<file path="config.mk">
export PLATFORM = sky130hd
export DESIGN_NAME = ram8x8_master
export DESIGN_NICKNAME = d
export VERILOG_FILES = /design/src/rtl/ram8x8_pkg.sv /design/src/rtl/ram8x8_addr_seq.sv /design/src/rtl/ram8x8_master.sv
export SDC_FILE = /design/constraint.sdc
export NUM_CORES = 1
export LEC_CHECK = 0
export ABC_AREA = 1
export CAP_MARGIN = 10
export CORE_ASPECT_RATIO = 2
export CORE_UTILIZATION = 44
export CTS_BUF_LIST = sky130_fd_sc_hd__clkbuf_16
export DETAILED_ROUTE_END_ITERATION = 10
export PLACE_DENSITY = 0.77
export SKIP_CTS_REPAIR_TIMING = 1
export SYNTH_ARGS = -nofsm -noshare
export SYNTH_HDL_FRONTEND = slang
export SYNTH_SLANG_ARGS = --single-unit
</file>
<file path="constraint.sdc">
create_clock -name clock -period 1.6 [get_ports clock]
set_input_delay 0.4 -clock clock [delete_from_list [all_inputs] [get_ports clock]]
set_output_delay 0.4 -clock clock [all_outputs]
set_load 0.01 [all_outputs]
</file>
<file path="src/rtl/ram8x8_pkg.sv">
// Shared types and sizes for the 8x8 RAM master: address/data widths, burst length, FSM states.
package ram8x8_pkg;

  localparam int ADDR_W    = 3;
  localparam int DATA_W    = 8;
  localparam int BURST_LEN = 8;

  // Word-count preload for a burst: counts down to zero on the final word.
  localparam logic [ADDR_W-1:0] LAST_CNT = ADDR_W'(BURST_LEN - 1);

  typedef enum logic [2:0] {
    IDLE,
    WRITE,
    RD_ADDR,
    RD_WAIT_S,
    RSP
  } state_t;

endpackage

</file>
<file path="src/rtl/ram8x8_addr_seq.sv">
// Modulo-8 word address and remaining-word counter; load on command accept, step once per word.
// Zero latency to outputs from the register; no backpressure of its own, the FSM gates step.
module ram8x8_addr_seq
  import ram8x8_pkg::*;
(
  input  logic              clock,
  input  logic              clear,
  input  logic              load,
  input  logic              burst,
  input  logic [ADDR_W-1:0] start_addr,
  input  logic              step,
  output logic [ADDR_W-1:0] addr,
  output logic              last
);

  logic [ADDR_W-1:0] count;

  // Address wraps 7->0 naturally through the 3-bit width.
  always_ff @(posedge clock or negedge clear) begin
    if (!clear) begin
      addr  <= '0;
      count <= '0;
    end else if (load) begin
      addr  <= start_addr;
      count <= burst ? LAST_CNT : '0;
    end else if (step) begin
      addr  <= addr + ADDR_W'(1);
      count <= count - ADDR_W'(1);
    end
  end

  assign last = (count == '0);

endmodule

</file>
<file path="src/rtl/ram8x8_master.sv">
// Single/8-word burst master for an 8x8 RAM; write 1 cycle/word, read RD_WAIT+1 cycles to rsp_valid.
// One command in flight (req_ready only in IDLE); rsp_ready low stalls in RSP with no memory access.
module ram8x8_master
  import ram8x8_pkg::*;
#(
  parameter int RD_WAIT = 1
) (
  input  logic              clock,
  input  logic              clear,
  input  logic              req_valid,
  output logic              req_ready,
  input  logic              req_write,
  input  logic              req_burst,
  input  logic [ADDR_W-1:0] req_addr,
  input  logic [DATA_W-1:0] req_data,
  output logic              rsp_valid,
  input  logic              rsp_ready,
  output logic [DATA_W-1:0] rsp_data,
  output logic [ADDR_W-1:0] rsp_addr,
  output logic              rsp_last,
  output logic [ADDR_W-1:0] mem_address,
  output logic              mem_rw,
  output logic [DATA_W-1:0] mem_wdata,
  input  logic [DATA_W-1:0] mem_rdata,
  output logic              busy
);

  localparam logic [1:0] WAIT_LAST = 2'(RD_WAIT);

  state_t            state, state_nxt;
  logic [DATA_W-1:0] data_q;
  logic [1:0]        wait_cnt;
  logic              accept;
  logic              seq_step;
  logic              seq_last;
  logic              sample;
  logic [ADDR_W-1:0] seq_addr;

  ram8x8_addr_seq u_addr_seq (
    .clock      (clock),
    .clear      (clear),
    .load       (accept),
    .burst      (req_burst),
    .start_addr (req_addr),
    .step       (seq_step),
    .addr       (seq_addr),
    .last       (seq_last)
  );

  // Ready is gated by clear so it reads 0 while reset is held.
  assign req_ready   = (state == IDLE) && clear;
  assign accept      = req_valid && req_ready;
  assign busy        = (state != IDLE);
  assign mem_rw      = (state == WRITE);
  assign mem_address = seq_addr;
  assign mem_wdata   = data_q;
  assign rsp_valid   = (state == RSP);

  always_ff @(posedge clock or negedge clear) begin
    if (!clear) state <= IDLE;
    else        state <= state_nxt;
  end

  always_comb begin
    state_nxt = state;
    seq_step  = 1'b0;
    sample    = 1'b0;
    case (state)
      IDLE:      if (accept) state_nxt = req_write ? WRITE : RD_ADDR;
      WRITE: begin
        if (seq_last) state_nxt = IDLE;
        else          seq_step  = 1'b1;
      end
      RD_ADDR:   state_nxt = RD_WAIT_S;
      RD_WAIT_S: begin
        if (wait_cnt == WAIT_LAST) begin
          sample    = 1'b1;
          state_nxt = RSP;
        end
      end
      RSP: begin
        if (rsp_ready) begin
          if (seq_last) begin
            state_nxt = IDLE;
          end else begin
            seq_step  = 1'b1;
            state_nxt = RD_ADDR;
          end
        end
      end
      default:   state_nxt = IDLE;
    endcase
  end

  // wait_cnt counts RD_WAIT_S cycles; it is primed to 1 on the RD_ADDR cycle.
  always_ff @(posedge clock or negedge clear) begin
    if (!clear) begin
      data_q   <= '0;
      wait_cnt <= '0;
      rsp_data <= '0;
      rsp_addr <= '0;
      rsp_last <= 1'b0;
    end else begin
      if (accept) data_q <= req_data;
      if (state == RD_ADDR)        wait_cnt <= 2'd1;
      else if (state == RD_WAIT_S) wait_cnt <= wait_cnt + 2'd1;
      if (sample) begin
        rsp_data <= mem_rdata;
        rsp_addr <= seq_addr;
        rsp_last <= seq_last;
      end
    end
  end

endmodule

</file>
Word-level counts from Yosys, hierarchy flattened. Index checks and enable logic that the tools add are counted.

Add/subtract/negate cells: 3. Reductions and logical operators: 8. Multiplexer cells: 19. Equal/unequal tests: 9.

Operators by type and width (number): 3-bit two-way mux (9); 3-bit case mux with 5 select lines (1); 2-bit two-way mux (4); 3-bit by 2-bit == test with 1-bit output, second input constant (2); 3-bit zero test (2); 1-bit two-way mux (4); 2-bit by 1-bit inequality test with 1-bit output, second input constant (2); 2-bit inequality test, second input constant (2); 4-bit AND reduction (1); 2-bit nonzero test (2); 3-bit by 1-bit adder with 3-bit output, second input constant (1); 3-bit by 1-bit == test with 1-bit output, second input constant (1); 3-bit == test, second input constant (1); 3-bit nonzero test (1); 3-bit by 1-bit subtractor with 3-bit output, second input constant (1); 2-bit by 1-bit adder with 2-bit output, second input constant (1); 2-bit by 1-bit == test with 1-bit output, second input constant (1); 1-bit logical AND (2); 1-bit case mux with 2 select lines (1).

Output and inout port bits: 27. Word-level logic and storage cells: 47. Input port bits: 25. Bits in registers: 31.

Longest topological paths before layout. Gate-level depths: netlist of run 1.

Depth in word-level cells: 6. Depth in mapped cells: 9. Mapped depth without buffers: 9.

Cells and area by module. A second synthesis of run 1 with hierarchy kept.

Cell total of the unflattened synthesis: 182. Area total of the unflattened synthesis: 1507.7 um2.

By module, submodules not included: ram8x8_master (area each 1146.1 um2, seq. area each 625.6 um2, instances 1, cells an instance 134); ram8x8_addr_seq (area each 361.6 um2, seq. area each 150.1 um2, instances 1, cells an instance 48).

Worst setup path before layout of run 1. Ideal clock, no wire load.

Kind: register to register. Start: register u_addr_seq.count[0]. End: register u_addr_seq.addr[1]. Setup slack: 169 ps. Buffers on the path: 0. Library setup time: 66 ps. Required time: 1534 ps. Data arrival time: 1366 ps. Cell stages (with the launch flop): 9. Clock period less this slack: 1431 ps. Cell sequence: dfrtp_1 -> inv_1 -> ha_1 -> ha_1 -> inv_1 -> nand4_2 -> nand3_1 -> nand3_1 -> nand2_1.

Cells in the longest elaborated chain, start to end: 5.

Ends and longest elaborated chain: start, declared (line ram8x8_addr_seq.sv:16) `logic [ADDR_W-1:0] count;`; start signal, assigned (line ram8x8_addr_seq.sv:25) `count <= burst ? LAST_CNT : '0;`; start signal, assigned (line ram8x8_addr_seq.sv:28) `count <= count - ADDR_W'(1);`; 3-bit zero test * (line ram8x8_addr_seq.sv:32) `assign last = (count == '0);`; net seq_last (line ram8x8_master.sv:35) `logic seq_last;`; 1-bit two-way mux * (line ram8x8_master.sv:71, ram8x8_master.sv:83); 1-bit two-way mux (line ram8x8_master.sv:82) `if (rsp_ready) begin`; 1-bit case mux with 2 select lines * (line ram8x8_master.sv:68) `case (state)`; 2-bit nonzero test (no line) *; end signal, assigned (line ram8x8_addr_seq.sv:24) `addr <= start_addr;`; end signal, assigned (line ram8x8_addr_seq.sv:27) `addr <= addr + ADDR_W'(1);`; end, declared (line ram8x8_addr_seq.sv:12) `output logic [ADDR_W-1:0] addr,`.

The timed path passes the listed nets; every way through them passes the cells marked *. A chain may end at the register's enable or synchronous reset.

Worst setup path after layout of run 1.
Start: register rsp_data[3]. End: output port rsp_data[3].

RTL lines: start, declared (line ram8x8_master.sv:18) `output logic [DATA_W-1:0] rsp_data,`; start signal, assigned (line ram8x8_master.sv:108) `rsp_data <= mem_rdata;`.

No word-level cell between the ends.

==> results of run 1 <==
stage by stage:
step / TNS [ns] / hold WS [ns]
2_1_floorplan: 0 / 0.104
3_3_place_gp: -2.60 / 0.452
5_1_grt: 0 / 0.366
6_report: 0 / 0.314
3_5_place_dp: -3.09 / 0.457
4_1_cts: -1.50 / 0.469
layer usage:
layer / GRT usage (%) / up-vias
li1: - / 729
met1: 26.7 / 670
met2: 38.4 / 29
met3: 5.16 / 6
met4: 6.89 / 0
met5: 0 / -
state kept, by name, summed over array words and instances, names as in the netlist:
name and flops:
mem_wdata 8, rsp_addr 3, rsp_data 8, rsp_last 1, state 3, u_addr_seq.addr 3
u_addr_seq.count 3, wait_cnt 2
how the worst max path moves through the flow:
stage,cells after the start,endpoint,slack [ns]
CTS,3,rsp_valid,-0.39
detailed placement,4,req_ready,-0.37
global route,1,rsp_data[3],0.002
finish,1,rsp_data[3],0.04
floorplan,8,u_addr_seq.addr[1],0.17
global placement,4,req_ready,-0.35
placed cells by master, fill, tap and decap left out, drive strengths merged, types with 3 or more instances in the layout:
master / instances
nand3: 17
clkbuf: 6
clkdlybuf4s50: 39
a21oi: 3
inv: 19
buf: 20
dfrtp: 31
nand4: 8
nand2: 83
dlymetal6s2s: 10
nor2: 8
ha: 4
area by class of cell:
class	count	area share, %
Clock buffer	5	5.36
Clock inverter	2	0.375
Inverter	19	3.05
Multi-Input combinational cell	130	27.5
Sequential cell	31	33.4
Tap cell	31	1.66
Timing Repair Buffer	70	28.6
report_power, final:
group	switching, uW	total, uW	internal (uW)
Combinational	1140	2300	1160
Sequential	248	1410	1160
Clock	307	863	557
Total	1690	4580	2880
cell families (layout without fill, tap and decap cells):
kind of cell               count (synthesis)  count (layout)  share of synthesized area, %
AOI/OAI and AO/OA                          7               7                          2.59
xor gates and xnor gates                   1               1                         0.584
adders and majority gates                  4               4                          3.34
buffers and inverters                     25              96                          7.42
DFF                                       31              31                          51.7
and+or+nand+nor                          118             118                          34.4
==> impl_metrics.tcl, run 1 <==
set metrics [dict create \
    status "completed" \
    num_rows 29 \
    dieWidth_um 43.3 \
    worst_setup_path_end_kind "output port" \
    drc 0 \
    syn_avg_cell_area_sq_um 8.07 \
    slowest_delay_ns 0.54 \
    io_pins 52 \
    cp_slowest_cell "clkdlybuf4s50_1" \
    synth_area_leaders "dfrtp_1, nand2_1, nand3_1" \
    start_kind "register" \
    worst-r2r-setup-slack_ns 0.13 \
    p_total_uw 4580 \
    finClkSkew_ns 0.00273 \
    synth.most_common_cell "nand2_1" \
    first_iter_violations 30 \
    crit_arrival_ns 1.16 \
    placed_area_sq_mm 0.00214 \
    diodes 0 \
    setup_violations 0 \
    synth_seq_cells 31 \
    cp.required_ns 1.20 \
    yosysSeqAreaShare_pct 51.7 \
    antenna_found_initial 0 \
    tritoncts "done" \
    cts-root-buf "clkbuf_16" \
    hold_class "in -> async" \
    yosysTopAreaCell "dfrtp_1" \
    worstSetupPathType "reg -> out" \
    dp_hpwl_mm 2.60 \
    crit_buf_inv 1 \
    fp.dieH_um 84.6 \
    wl_met1_mm 1.40 \
    wl_per_cell_um 12.6 \
    tightestPinTransition_ns 0.410 \
    dieArea_sq_mm 0.00366 \
    dr_wl_met2_mm 2.07 \
    multi_input_comb_area_sq_um 643 \
    synth_edf_count 0 \
    cp_cell_sequence "clkdlybuf4s50_1" \
    hold_viol_final 0 \
    syn-instance-count 186 \
    max_freq_mhz 640 \
    setup_slack_ns 0.0381 \
    period_needed_ns 1.56 \
    crit_fanout 2 \
    finalNonFillerCells 288 \
    place.gp.congestion 0.734 \
    drive_gt1_share_pct 17.1 \
    leakagePower_uw 0.00132 \
    synth_nets 215 \
    clock_sink_count 31 \
    via_per_inst 4.98 \
    final_nets 286 \
    post-place-cells 280 \
    slew_headroom_pct 72.7 \
    finalMaxSlewViolations 0 \
    powerDensity_mw_per_mm2 1960 \
    crit_start "rsp_data[3]" \
    synth_ff_type "dfrtp_1" \
    vdd_drop_max_mv 1.22 \
    grt_setup_unrepaired "no" \
    critPathTopFamily "buffers and inverters" \
    initial_core_util_pct 47.0 \
    clockBufferDepth 2 \
    wl_mm 3.63 \
    dp_slack_ns -0.366 \
    period_share_pct 97.6 \
    max_cap_violations 0 \
    yosysTopAreaCellShare_pct 51.7 \
    gr-total-overflow 0 \
    first_pass_iters 4 \
    grt_pass1_wl_mm 6.26 \
    top_layer_used "met4" \
    port_buffers 51 \
    synthArstFlopShare_pct 100 \
    grt_start_max_net_pins 33 \
    htreeDepth 2 \
    detail-route-antenna-nets 0 \
    fin_util_pct 73.1 \
    postLayoutCellArea_sq_mm 0.00233 \
    grtUsageTotal_pct 22.3 \
    num_vias 1434 \
    cts.clk_slew.worst_paths_ns 0.05 \
    clk-insertion-delay-late_ns 0.27 \
    reg2reg_depth 8 \
    r2r_end "u_addr_seq.addr[2]" \
    synth.top_cells.by_count "nand2_1, dfrtp_1, inv_1" \
    numCtsBuffers 5 \
    grt_pass1_vias 1428 \
    synth_cell_types 23 \
    worstReg2RegStart "u_addr_seq.count[0]" \
    regArea_sq_um 779 \
    ys_warn_count 0 \
    n_fill_cell 248 \
    syn-cell-area_sq_mm 0.00150 \
    wl_met3_um 108 \
    coreArea_sq_mm 0.00319 \
    syn2layout_area_growth_pct 55.6 \
]
(Power assumes the default switching activity.)
==> inputs of run 2 (changes only) <==
- CORE_MARGIN: not set -> 2
- SKIP_CTS_REPAIR_TIMING: 1 -> not set
==> run 2 against run 1 <==
Critical path depth increased by 3. Worst hold slack improved by 0.15 ns. Clock power increased by 22%. Flip-flop and latch count unchanged. Register-to-register slack got worse by 0.07 ns. Non-clock buffer count increased by 8. Die area increased by 7.1%. First-iteration DRC count increased by 10%. Wire length increased by 11%. Total power increased by 8.0%. Critical endpoint is now rsp_valid.
==> impl_metrics.tcl, run 2 (synthesis gave the netlist of run 1 again) <==
set metrics [dict create \
    first_pass_iters 4 \
    hold_slack_ns 0.469 \
    htreeDepth 2 \
    num_rows 30 \
    first_iter_violations 33 \
    cts.clk_slew.worst_paths_ns 0.05 \
    start_kind "register" \
    powerDensity_mw_per_mm2 2040 \
    initial_core_util_pct 44.9 \
    place.gp.congestion 0.798 \
    clockBufferDepth 2 \
    vdd_drop_max_mv 1.35 \
    io_pins 52 \
    diodes 0 \
    detail-route-antenna-nets 0 \
    worst_setup_path_end_kind "output port" \
    hold_viol_final 0 \
    grtUsageTotal_pct 22.8 \
    layout_commonest_cell "nand2_1" \
    dp_slack_ns -0.457 \
    finalMaxSlewViolations 0 \
    crit_arrival_ns 1.19 \
    wl_mm 4.02 \
    status "completed" \
    setup_violations 0 \
    min_path_cells 2 \
    finClkSkew_ns 0.00201 \
    max_freq_mhz 630 \
    post-place-cells 282 \
    fp.dieH_um 86.6 \
    cp.required_ns 1.20 \
    reg2reg_depth 9 \
    postLayoutCellArea_sq_mm 0.00242 \
    period_needed_ns 1.59 \
    drc 0 \
    coreArea_sq_mm 0.00334 \
    syn2layout_area_growth_pct 61.1 \
    finalNonFillerCells 298 \
    cts-root-buf "clkbuf_16" \
    port_buffers 51 \
    period_share_pct 99.1 \
    worstSetupPathType "reg -> out" \
    final_nets 294 \
    clock_sink_count 31 \
    num_vias 1499 \
    tightestPinTransition_ns 0.395 \
    setup_slack_ns 0.0137 \
    slowest_delay_ns 0.39 \
    final_cell_mix "nand2_1, clkdlybuf4s50_1, dfrtp_1" \
    grt_start_max_net_pins 32 \
    grt_pass1_vias 1463 \
    placed_area_sq_mm 0.00215 \
    cp_slowest_cell "dfrtp_1" \
    cp_cell_sequence "inv_2, buf_6, nor3_4, buf_2" \
    via_per_inst 5.03 \
    grt_pass1_wl_mm 6.51 \
    crit_start "state[2]" \
    dp_hpwl_mm 2.63 \
    postCtsHoldBufs 0 \
    gr-total-overflow 0 \
    slew_headroom_pct 73.6 \
    wl_per_cell_um 13.5 \
    tritoncts "done" \
    dieWidth_um 45.3 \
    hold_class "reg -> reg" \
    antenna_found_initial 0 \
    grt_setup_unrepaired "yes" \
    worstReg2RegStart "state[2]" \
    numCtsBuffers 5 \
    hp-start "rsp_data[2]" \
    clk-insertion-delay-late_ns 0.27 \
    drive_gt1_share_pct 20.7 \
    crit_fanout 4 \
    dieArea_sq_mm 0.00392 \
    max_cap_violations 0 \
    leakagePower_uw 0.00130 \
]
-- run 2: cell count changes in the layout (fill, tap and decap cells not counted), moves of 2 or more --
cell,delta
buf_6,+3
dlygate4sd2_1,+3
dlymetal6s2s_1,-8
buf_2,+2
clkdlybuf4s50_1,+3
buf_4,+5
-- run 2: worst paths after layout --
check,endpoint,slack (ns)
worst max-delay path,rsp_valid,0.01
worst min-delay path,rsp_data[2],0.47
worst max register to register,state[0],0.06
worst min register to register,rsp_data[2],0.47
max in group asynchronous,state[0],0.74
min in group asynchronous,wait_cnt[1],0.55
-- run 2: critical path, delay by kind of cell, from the launching register on --
family	cells	cell delay, ns
flops	1	0.39
buf+inv	3	0.35
simple gates	1	0.17
-- run 2: what timing repair did --
item / 4_1_cts / 5_1_grt
endpoints found under the setup margin: 6 / 27
gates resized for setup: 23 / 12
buffers inserted: 6 / 2
pin swaps: 1 / 3
-- run 2: stage by stage --
step                utilization, %  power (uW)  TNS (ns)
finish                        72.4        4940         0
global route                  72.4        5300    -0.303
CTS                           71.0        4880         0
detailed placement            64.5        3710     -3.74
global placement              64.5        3660     -3.78
floorplan                        -        2560         0
-- run 2: final cells by class --
type                    count  area (sq um)
clock inverters             3          38.8
inverters                  19          71.3
flip-flops and latches     31           778
clock buffers               5           125
fillers                   237           923
multi-input cells         130           658
well taps                  32          40.0
repair buffers             78           706
-- run 2: where the power goes --
part	total [uW]	internal [uW]	switching, uW
logic	2500	1250	1240
registers	1390	1160	232
clock network	1050	725	329
total	4940	3140	1810
-- run 2: routing by layer --
| layer | share of wire (%) | track usage [%] |
|---|---|---|
| met3 | 3.6 | 4.79 |
| met5 | 0 | 0 |
| met1 | 37 | 24.2 |
| met4 | 4.1 | 12.3 |
| met2 | 55 | 39.6 |
